**config.mk**
```make
export PLATFORM = sky130hd
export DESIGN_NAME = spi_match_engine
export DESIGN_NICKNAME = d
export VERILOG_FILES = /design/src/rtl/spi_match_pkg.sv /design/src/rtl/spi_match_cam.sv /design/src/rtl/spi_match_engine.sv
export SDC_FILE = /design/constraint.sdc
export NUM_CORES = 1
export LEC_CHECK = 0
export ABC_AREA = 1
export BUFFER_PORTS_ARGS = -buffer_cell sky130_fd_sc_hd__buf_2
export CORE_ASPECT_RATIO = 0.8
export CORE_MARGIN = 2
export CORE_UTILIZATION = 29
export CTS_CLUSTER_DIAMETER = 30
export DETAILED_ROUTE_END_ITERATION = 6
export PLACE_DENSITY = 0.44
export SLEW_MARGIN = 20
export SYNTH_ARGS = -nofsm -noshare
export SYNTH_HDL_FRONTEND = slang
export SYNTH_SLANG_ARGS = --single-unit
export TNS_END_PERCENT = 100
```
**constraint.sdc**
```tcl
create_clock -name sclk -period 1.9 [get_ports sclk]
set_clock_uncertainty 0.15 [all_clocks]
set_input_delay 0.285 -clock sclk [delete_from_list [all_inputs] [get_ports sclk]]
set_output_delay 0.285 -clock sclk [all_outputs]
set_load 0.01 [all_outputs]
```
**src/rtl/spi_match_pkg.sv**
```systemverilog
// Shared opcodes and FSM state encoding for the SPI pattern-match engine.
package spi_match_pkg;

  typedef enum logic [2:0] {
    IDLE        = 3'd0,
    READ_ADDR   = 3'd1,
    READ_BURST  = 3'd2,
    WRITE_ADDR  = 3'd3,
    WRITE_DATA  = 3'd4,
    STREAM      = 3'd5
  } state_t;

  localparam logic [7:0] OP_WRITE  = 8'h02;
  localparam logic [7:0] OP_READ   = 8'h03;
  localparam logic [7:0] OP_CLEAR  = 8'h04;
  localparam logic [7:0] OP_STREAM = 8'h80;

endpackage

```
**src/rtl/spi_match_cam.sv**
```systemverilog
// Parallel compare of a stream word against every char entry, OR-reducing
// the masks of all matching entries (no priority between entries).
module spi_match_cam
  import spi_match_pkg::*;
#(
  parameter int DW      = 8,
  parameter int ENTRIES = 8
) (
  input  logic [ENTRIES-1:0][DW-1:0] char_vec,
  input  logic [ENTRIES-1:0][DW-1:0] mask_vec,
  input  logic [DW-1:0]              mosi,
  output logic [DW-1:0]              match_mask,
  output logic                       any_match
);

  // Accumulate masks of every entry equal to the incoming word
  always_comb begin
    match_mask = {DW{1'b0}};
    any_match  = 1'b0;
    for (int i = 0; i < ENTRIES; i++) begin
      if (char_vec[i] == mosi) begin
        match_mask = match_mask | mask_vec[i];
        any_match  = 1'b1;
      end else begin
        match_mask = match_mask;
        any_match  = any_match;
      end
    end
  end

endmodule

```
**src/rtl/spi_match_engine.sv**
```systemverilog
// SPI-style register-mapped character match engine: char/mask table,
// sticky result register and a streaming compare mode.
module spi_match_engine
  import spi_match_pkg::*;
#(
  parameter int DW      = 8,
  parameter int ENTRIES = 8
) (
  input  logic          sclk,
  input  logic          rst_n,
  input  logic          cs,
  input  logic [DW-1:0] mosi,
  output logic [DW-1:0] miso,
  output logic          hit
);

  localparam int PW = $clog2(2 * ENTRIES) + 1;
  localparam int IW = $clog2(ENTRIES);
  localparam logic [PW-1:0] MASK_BASE = PW'(ENTRIES);
  localparam logic [PW-1:0] RES_ADDR  = PW'(2 * ENTRIES);
  localparam logic [DW-1:0] OP_W = DW'(OP_WRITE);
  localparam logic [DW-1:0] OP_R = DW'(OP_READ);
  localparam logic [DW-1:0] OP_C = DW'(OP_CLEAR);
  localparam logic [DW-1:0] OP_S = DW'(OP_STREAM);

  state_t                     state_r, state_nx_s;
  logic [PW-1:0]              ptr_r, mosi_addr_s, ptr_inc_s, addr_inc_s, rd_addr_s;
  logic [DW-1:0]              miso_r, result_r, rd_data_s, match_mask_s;
  logic                       hit_r, any_match_s;
  logic [ENTRIES-1:0][DW-1:0] char_r, mask_r;

  // Pointer increments wrap to 0 from the result address or anything above it
  assign mosi_addr_s = mosi[PW-1:0];
  assign ptr_inc_s   = (ptr_r >= RES_ADDR) ? {PW{1'b0}} : ptr_r + PW'(1);
  assign addr_inc_s  = (mosi_addr_s >= RES_ADDR) ? {PW{1'b0}} : mosi_addr_s + PW'(1);
  assign rd_addr_s   = (state_r == READ_ADDR) ? mosi_addr_s : ptr_r;
  assign miso        = miso_r;
  assign hit         = hit_r;

  // Read mux over the linear map; addresses past result read back zero
  always_comb begin
    rd_data_s = {DW{1'b0}};
    if (rd_addr_s < MASK_BASE) begin
      rd_data_s = char_r[rd_addr_s[IW-1:0]];
    end else if (rd_addr_s < RES_ADDR) begin
      rd_data_s = mask_r[rd_addr_s[IW-1:0]];
    end else if (rd_addr_s == RES_ADDR) begin
      rd_data_s = result_r;
    end else begin
      rd_data_s = {DW{1'b0}};
    end
  end

  spi_match_cam #(.DW(DW), .ENTRIES(ENTRIES)) u_cam (
    .char_vec   (char_r),
    .mask_vec   (mask_r),
    .mosi       (mosi),
    .match_mask (match_mask_s),
    .any_match  (any_match_s)
  );

  // FSM state register
  always_ff @(posedge sclk or negedge rst_n) begin
    if (!rst_n) state_r <= IDLE;
    else        state_r <= state_nx_s;
  end

  // Next-state decode; cs low always returns to IDLE
  always_comb begin
    state_nx_s = state_r;
    if (!cs) begin
      state_nx_s = IDLE;
    end else begin
      case (state_r)
        IDLE: begin
          if (mosi == OP_R)      state_nx_s = READ_ADDR;
          else if (mosi == OP_W) state_nx_s = WRITE_ADDR;
          else if (mosi == OP_S) state_nx_s = STREAM;
          else                   state_nx_s = IDLE;
        end
        READ_ADDR:  state_nx_s = READ_BURST;
        READ_BURST: state_nx_s = READ_BURST;
        WRITE_ADDR: state_nx_s = WRITE_DATA;
        WRITE_DATA: state_nx_s = WRITE_DATA;
        STREAM:     state_nx_s = STREAM;
        default:    state_nx_s = IDLE;
      endcase
    end
  end

  // Map writes, pointer, read data, result accumulation and hit pulse
  always_ff @(posedge sclk or negedge rst_n) begin
    if (!rst_n) begin
      ptr_r    <= {PW{1'b0}};
      miso_r   <= {DW{1'b0}};
      hit_r    <= 1'b0;
      result_r <= {DW{1'b0}};
      char_r   <= '0;
      mask_r   <= '0;
    end else begin
      hit_r <= 1'b0;
      if (cs) begin
        case (state_r)
          IDLE: begin
            if (mosi == OP_C) result_r <= {DW{1'b0}};
          end
          READ_ADDR: begin
            miso_r <= rd_data_s;
            ptr_r  <= addr_inc_s;
          end
          READ_BURST: begin
            miso_r <= rd_data_s;
            ptr_r  <= ptr_inc_s;
          end
          WRITE_ADDR: begin
            ptr_r <= mosi_addr_s;
          end
          WRITE_DATA: begin
            if (ptr_r < MASK_BASE)     char_r[ptr_r[IW-1:0]] <= mosi;
            else if (ptr_r < RES_ADDR) mask_r[ptr_r[IW-1:0]] <= mosi;
            else if (ptr_r == RES_ADDR) result_r <= mosi;
            ptr_r <= ptr_inc_s;
          end
          STREAM: begin
            miso_r   <= result_r;
            result_r <= result_r | match_mask_s;
            hit_r    <= any_match_s;
          end
          default: begin
            hit_r <= 1'b0;
          end
        endcase
      end
    end
  end

endmodule

```
Word-level counts from Yosys, hierarchy flattened
Index checks and enable logic that the tools add are counted. Widths: inputs -> output; s select.

Register bits after elaboration: 153. Input port bits: 11.

Add/subtract/negate cells: 2. Order comparisons: 9. Eq/ne operators: 23. Muxes and demuxes: 44. Bitwise logic cells: 9. Reductions and logical operators: 13.

Operators by type and width (number): $mux 8 (18); $bwmux 64 (2); $eq 8x8->1 (8); $or 8x8->8 (8); $bmux 8 s3 (2); $demux 8 s3 (1); $pmux 8 s3 (1); $eq 8x2->1 const B (2); $pmux 8 s2 (1); $mux 5 (3); $pmux 5 s3 (1); $mux 3 (4); $pmux 3 s4 (1); $add 5x1->5 const B (2); $eq 5x5->1 const B (2); $ge 5x5->1 const B (2); $lt 5x4->1 const B (2); $lt 5x5->1 const B (2); $mux 1 (10); $eq 8x3->1 const B (1); $eq 8x8->1 const B (1); $lt 3x4->1 const B (2); $ne 2x2->1 const B (4); $eq 3x2->1 const B (2); other kinds (13) (18).

Longest topological paths before layout
Gate-level depths: netlist of the first run.

Word-level depth: 18. Gate-level depth with buffers: 15. Gate-level depth less buffers: 13.

Hierarchy
Synthesis of the first run repeated with hierarchy kept, for this count alone.

Cell total of the unflattened synthesis: 1301. Area total of the unflattened synthesis: 9466.6 µm².

By module, submodules not included: spi_match_engine (instances 1, cells an instance 1016, area each 7931.4 µm², sequential area each 3828.7 µm²); spi_match_cam (instances 1, cells an instance 285, area each 1535.2 µm², sequential area each 0.0 µm²).

Worst setup path after synthesis of the first run
OpenSTA, ideal clock, no wires.

Path kind: flip-flop to flip-flop. Start point: reg state_r[2]. End point: reg miso_r[5] (netlist: miso[5]). Arrival: 1.617 ns. Required time: 1.627 ns. Path slack: 0.010 ns. Stages on the path, launching flop included: 13. Buffers on the path: 2. Cells stage by stage: dfrtp_1 > inv_2 > nand3_2 > nand2_1 > buf_4 > clkbuf_1 > nand3_1 > nand3_1 > nand3_1 > nand3_1 > nand2_1 > nand2_1 > a21oi_1.

Longest elaborated chain between the ends: 7.

Ends and longest elaborated chain: start: declaration (line spi_match_engine.sv:26) `state_t state_r, state_nx_s;`; start signal: assignment (line spi_match_engine.sv:65) `else state_r <= state_nx_s;`; $eq 3x1->1 (line spi_match_engine.sv:36, spi_match_engine.sv:103); $mux 5 (line spi_match_engine.sv:36) `assign rd_addr_s = (state_r == READ_ADDR) ? mosi_addr_s : ptr_r;`; $bmux 8 s3 / $eq 5x5->1 (equally long branches) (line spi_match_engine.sv:46, spi_match_engine.sv:47); $mux 8, on equally long branches (line spi_match_engine.sv:46, spi_match_engine.sv:47); $mux 8 (line spi_match_engine.sv:45) `end else if (rd_addr_s < RES_ADDR) begin`; $mux 8 (line spi_match_engine.sv:43) `if (rd_addr_s < MASK_BASE) begin`; $pmux 8 s2 (line spi_match_engine.sv:103) `case (state_r)`; end signal: assignment (line spi_match_engine.sv:108) `miso_r <= rd_data_s;`; end signal: assignment (line spi_match_engine.sv:112) `miso_r <= rd_data_s;`; end signal: assignment (line spi_match_engine.sv:125) `miso_r <= result_r;`; end: declaration (line spi_match_engine.sv:28) `logic [DW-1:0] miso_r, result_r, rd_data_s, match_mask_s;`.

Several ways; a longest one is shown, not always the timed one. The select of a mux whose other input is x is not followed. A chain may end at the register's enable or synchronous reset.

Final worst setup path of the first run
Start point: reg state_r[1]. End point: reg miso_r[0] (netlist: miso[0]).

The elaborated chain is that of the path after synthesis.

==> flow_summary.toml, run 1 <==
[synth]
synth_seq_area_share = 0.410
async_flop_share = 1.00
yosys.area.top_type_share = 0.410
yosysWarnings = 0
syn-cell-area_sq_um = 9330
yosys-top-cells-count = "nand2_1, nand3_1, dfrtp_1, o21ai_0, inv_1"
synthesis.nets = 1361
yosys.area.top_type = "dfrtp_1"
syn_inst = 1345
synth_area_per_cell_sq_um = 6.94
synth.distinct_cells = 36
synthTopCellsByArea = "dfrtp_1, nand2_1, nand3_1"
yosys_most_used_dff = "dfrtp_1"
yosysMostFrequentCell = "nand2_1"
synth_edf_count = 0
synth_seq_cells = 153

[floorplanning]
fp.dieH_um = 164
start_util = 0.296
ios = 20
core_sq_um = 31600
fp.dieW_um = 205
die-area_sq_um = 33600
row_count = 58

[worst_setup_path]
crit_arrival_ps = 2290
cpMaxStageDelayCell = "dfrtp_1"
critical_path_class = "reg2reg"
crit_fanout = 12
cpMostUsedCell = "nand3_2"
startpoint_type = "flip-flop"
worstPathRequired_ps = 2120
crit_buf_inv = 4
path_delay_family = "simple AND/OR/NAND/NOR gates"
endpoint_kind = "flip-flop"
crit_chain = "inv_2 -> nand4_1 -> buf_4 -> buf_6 -> buf_12 -> nand3b_1 -> nand3_1 -> nand3_2 -> nand3_2 -> nand2_2 -> nand2_1 -> a21oi_1"
slowest_delay_ps = 400

[clock_network]
cts_buffers = 17
clk_pin_slew_ps = 70
cts-root-buf = "clkbuf_16"
cts_tree = "yes"
clock_latency_ps = 440
cts.sinks = 153
cts.path.max_buffers = 2
h-tree-depth = 4

[power_and_ir_drop]
power_density_nw_per_um2 = 848
peakVddDrop_uv = 765
p_leak_nw = 6.01

[routing]
first_iter_violations = 950
wire_per_inst_um = 20.3
drt_wl_total_um = 40000
firstDrtPassIters = 6
avgViaCountPerCell = 5.00
final_antenna_net_count = 0
drc_errors = 0
num_vias = 9865

[flow_run]
max-cap-violations = 0

[timing]
fin_tns_setup_ps = -1200
slew_viol_final = 0
relSlewSlack = 0.699
hold_violations = 0
rsz0062_at_grt = "yes"
setup_violations = 19
tightest_slew_ps = 451
post-route-min-period_ps = 2070
fin_ws_ps = -168
fmax_mhz = 484
timing.final.crit_share = 1.09
hold_slack_ps = 75.7

[finish]
drive_gt1_frac = 0.262
final_cells = 1972
area_delta_synth_final_pct = 38.2
antenna_cells = 0
fillers = 3311
nets = 1555

[min_path]
hold_class = "in2reg"

[placed_design]
dp.cells = 1908
dpl_worst_slack_ps = -447
place.port_buffers = 19
place.detailed.hpwl_um = 29200
gp_congestion = 0.934

[global_routing]
grt_pass1_vias = 9128
overflow = 0
grt_pass1_wl_um = 60000
grt_antenna_before_repair = 0
grt_max_degree = 49
grt_use_total = 0.242

[status]
outcome = "finished with violations"
violations = "setup timing"
==> worst register-to-register path, delay by kind of cell, from the launching register on <==
| kind | cells | cell delay [ps] |
|---|---|---|
| DFF | 1 | 400 |
| and+or+nand+nor | 7 | 780 |
| buffers and inverters | 4 | 560 |
| AOI/OAI and AO/OA | 1 | 110 |
==> layout by cell type (no fill, tap or decap), types with 18 or more instances in the layout <==
| master | Yosys | final |
|---|---|---|
| buf_12 | 0 | 29 |
| buf_2 | 42 | 18 |
| buf_4 | 4 | 162 |
| buf_6 | 3 | 29 |
| dfrtp_1 | 153 | 152 |
| inv_1 | 134 | 127 |
| nand2_1 | 429 | 398 |
| nand2_2 | 1 | 30 |
| nand3_1 | 194 | 159 |
| nand3_2 | 1 | 34 |
| nand3b_1 | 21 | 21 |
| nor2_1 | 82 | 61 |
| o21ai_0 | 139 | 126 |
| xnor2_1 | 37 | 36 |
==> sequential cells by signal, indices dropped and copies added, names as in the netlist <==
name,cells
char_r,64
mask_r,64
miso,8
result_r,8
ptr_r,5
state_r,3
hit,1
==> final cells by class <==
type | count | area (sq um) | share of cell area
inverters | 143 | 544 | 0.0422
clock buffers | 17 | 425 | 0.0330
flip-flops and latches | 153 | 3830 | 0.297
multi-input cells | 982 | 5130 | 0.398
clock inverters | 15 | 141 | 0.0110
well taps | 420 | 526 | 0.0407
repair buffers | 242 | 2300 | 0.178
==> report_power, final <==
group	switching [mW]	total [mW]	internal, mW
Clock	1.62	3.44	1.83
Sequential	0.0850	3.44	3.35
Combinational	2.40	4.05	1.66
Total	4.10	10.9	6.84
==> path summary, 6_finish.rpt <==
path	start	to	slack, ps	depth (start not counted)
worst min-delay path	cs	state_r[0]$_DFF_PN0_	80	3
worst max register to register	state_r[1]$_DFF_PN0_	miso[0]$_DFFE_PN0P_	-170	12
min in group asynchronous	rst_n	char_r[25]$_DFFE_PN0P_	140	2
worst max-delay path	state_r[1]$_DFF_PN0_	miso[0]$_DFFE_PN0P_	-170	12
max in group asynchronous	rst_n	mask_r[57]$_DFFE_PN0P_	840	3
worst min register to register	mask_r[27]$_DFFE_PN0P_	mask_r[27]$_DFFE_PN0P_	330	2
==> cell families after synthesis <==
| kind of cell | after synthesis | share of synthesized area |
|---|---|---|
| adder cells (fa/ha/maj) | 5 | 0.00671 |
| buffers and inverters | 213 | 0.0953 |
| AND/OR/NAND/NOR | 757 | 0.349 |
| flip-flops | 153 | 0.410 |
| XOR/XNOR | 39 | 0.0366 |
| AO/OA/AOI/OAI | 178 | 0.102 |
==> through the flow <==
step	area, sq um	utilization	total power, mW
after floorplan	9330	-	5.17
after global placement	11400	0.360	6.95
after detailed placement	11400	0.360	6.93
after CTS	12400	0.393	10.8
after global routing	12900	0.409	11.4
final	12900	0.409	10.9
==> routing by layer <==
metal,global-route usage,part of all wire,up-vias
met2,0.334,0.41,351
met5,0,0,-
li1,-,-,4707
met4,0.0524,0.013,0
met1,0.385,0.51,4778
met3,0.0428,0.070,29
==> timing repair <==
item / in CTS / in global routing
resized for setup: 73 / 106
pin swaps: 16 / 24
buffers inserted: 12 / 15
cloned: 2 / 3
hold buffers: 1 / 0
endpoints found under the hold margin: 153 / 0
setup endpoints to repair: 134 / 150
Power figures use the tool's default switching activity.
==> run 2: changes to the inputs <==
--- a/config.mk
+++ b/config.mk
@@ -9,10 +9,11 @@
 export BUFFER_PORTS_ARGS = -buffer_cell sky130_fd_sc_hd__buf_2
 export CORE_ASPECT_RATIO = 0.8
 export CORE_MARGIN = 2
-export CORE_UTILIZATION = 29
+export CORE_UTILIZATION = 30
 export CTS_CLUSTER_DIAMETER = 30
 export DETAILED_ROUTE_END_ITERATION = 6
-export PLACE_DENSITY = 0.44
+export PLACE_DENSITY = 0.45
+export SETUP_SLACK_MARGIN = 0.1
 export SLEW_MARGIN = 20
 export SYNTH_ARGS = -nofsm -noshare
 export SYNTH_HDL_FRONTEND = slang
==> flow_summary.toml, run 2 (same netlist as run 1, synthesis figures left out) <==
[global_routing]
grt_use_met3 = 0.0476
grt_antenna_before_repair = 0
use_met2 = 0.400
grt_use_total = 0.266
overflow = 0
grt_max_degree = 43
grt_pass1_wl_um = 63900
grt.busiest_layer = "met2"
grt_pass1_vias = 9881
met1_usage = 0.383

[floorplanning]
fp.dieW_um = 201
start_util = 0.306
row_count = 57
ios = 20
fp.dieH_um = 162
core_sq_um = 30500
die-area_sq_um = 32500

[power_and_ir_drop]
peakVddDrop_uv = 649
p_int_mw = 7.00
power_density_nw_per_um2 = 826
p_leak_nw = 6.58
switching_power_mw = 4.36
swShare = 0.384
total_power_mw = 11.4
p_clk_frac = 0.312
pwr-share-comb = 0.381
power_frac_seq = 0.307

[timing]
relSlewSlack = 0.696
hold_violations = 0
tightest_slew_ps = 456
timing.final.crit_share = 1.09
rsz0062_at_grt = "yes"
fin_ws_ps = -165
slew_viol_final = 0
fmax_mhz = 484
post-route-min-period_ps = 2060
setup_violations = 85

[worst_setup_path]
worstPathRequired_ps = 2110
worst-r2r-setup-slack_ps = -160
startpoint_type = "flip-flop"
crit_fanout = 9
r2r_start = "state_r[1]$_DFF_PN0_"
timing.rr.end = "miso[5]$_DFFE_PN0P_"
critical_path_class = "reg2reg"
crit_arrival_ps = 2270
endpoint_kind = "flip-flop"
rr_worst_depth = 13

[min_path]
hold_start = "cs"
hold-path-cell-count = 2
hold_end = "state_r[1]$_DFF_PN0_"
hold_class = "in2reg"

[clock_network]
cts_tree = "yes"
cts.sinks = 153
cts.path.max_buffers = 2
cts-root-buf = "clkbuf_16"
cts_buffers = 17
clock_latency_ps = 470
h-tree-depth = 4
clk_pin_slew_ps = 70

[finish]
area_delta_synth_final_pct = 47.4
antenna_cells = 0
top_regs = "char_r: 64 flops, mask_r: 64 flops"
layout_commonest_cell = "nand2_1"
utilization = 0.452
drive_gt1_frac = 0.310
regArea_sq_um = 3830
mostFrequentLayoutCells = "nand2_1, buf_4, dfrtp_1"
multi_input_area_sq_um = 5500
fillers = 3146
nets = 1579

[flow_run]
max-cap-violations = 0

[placed_design]
place.port_buffers = 19
place.detailed.hpwl_um = 29200
gp_congestion = 0.920
dpl_worst_slack_ps = -316

[routing]
first_iter_violations = 925
firstDrtPassIters = 5
drt_wl_total_um = 43300
final_antenna_net_count = 0
num_vias = 10200
avgViaCountPerCell = 5.15
wire_per_inst_um = 21.7
drc_errors = 0

[status]
violations = "setup timing"
outcome = "finished with violations"
-- run 2: changes by cell type in the layout (fill, tap and decap cells not counted), moves of 9 or more --
cell / delta
o21ai_0: -16
o21ai_1: +16
nand3_1: -29
buf_8: +13
nand3_2: +26
nand2_4: +12
nand2_1: -11
xnor2_1: -9
xnor2_2: +9
-- run 2: cell type report --
type,count,share of cell area
clock buffers,19,0.0329
clock inverters,13,0.00955
inverters,143,0.0394
multi-input cells,979,0.400
flip-flops and latches,153,0.279
well taps,413,0.0376
repair buffers,269,0.202
-- run 2: worst max-delay path by stage --
stage / end / start / slack, ps / depth (start not counted)
after global placement: result_r[4]$_DFFE_PN0P_ / char_r[13]$_DFFE_PN0P_ / -340 / 14
after floorplan: miso[5]$_DFFE_PN0P_ / state_r[1]$_DFF_PN0_ / 80 / 10
after CTS: miso[6]$_DFFE_PN0P_ / state_r[1]$_DFF_PN0_ / -180 / 11
after detailed placement: result_r[4]$_DFFE_PN0P_ / char_r[13]$_DFFE_PN0P_ / -320 / 14
final: miso[5]$_DFFE_PN0P_ / state_r[1]$_DFF_PN0_ / -160 / 13
after global routing: miso[5]$_DFFE_PN0P_ / state_r[1]$_DFF_PN0_ / -280 / 13
-- run 2: repair_timing --
item | CTS | global route
gates resized for setup | 162 | 152
cloned | 12 | 9
pin swaps | 27 | 50
setup endpoints to repair | 150 | 149
hold buffers | 1 | 0
setup buffers | 17 | 11
hold endpoints to repair | 93 | 0
-- run 2: metal layers --
metal	vias to the layer above	wire length (um)
met4	0	1400
met3	89	2970
li1	4762	-
met2	379	19000
met1	5014	19900
met5	-	0
-- run 2: power groups by stage --
stage	Clock (mW)	Sequential [mW]	Combinational, mW
6_report	3.54	3.48	4.33
5_1_grt	3.73	3.49	4.59
4_1_cts	3.59	3.48	3.66
3_5_place_dp	0	3.54	3.29
3_3_place_gp	0	3.54	3.29
2_1_floorplan	0	3.51	1.70
-- run 2: metrics by stage --
stage	std cells	setup TNS, ps	instance area, sq um	hold slack [ps]
after global routing	1989	-15550	13800	30.4
after global placement	1908	-5490	11400	90.7
after floorplan	1345	0	9390	-161
after detailed placement	1908	-6550	11400	94.0
after CTS	1970	-2610	13000	21.8
final	1989	-3710	13800	35.7
-- run 2: critical path, cell delays in order, from the launching register on --
cell     delay [ps]
dfrtp_1         400
inv_2            90
nand3_4         160
nand2_1         170
o21ai_4          80
buf_12          140
buf_12          140
buf_4           150
nand3_1          90
nand3_1          90
nand3_2          90
nand2_2          70
nand2_2          60
a21oi_2          50
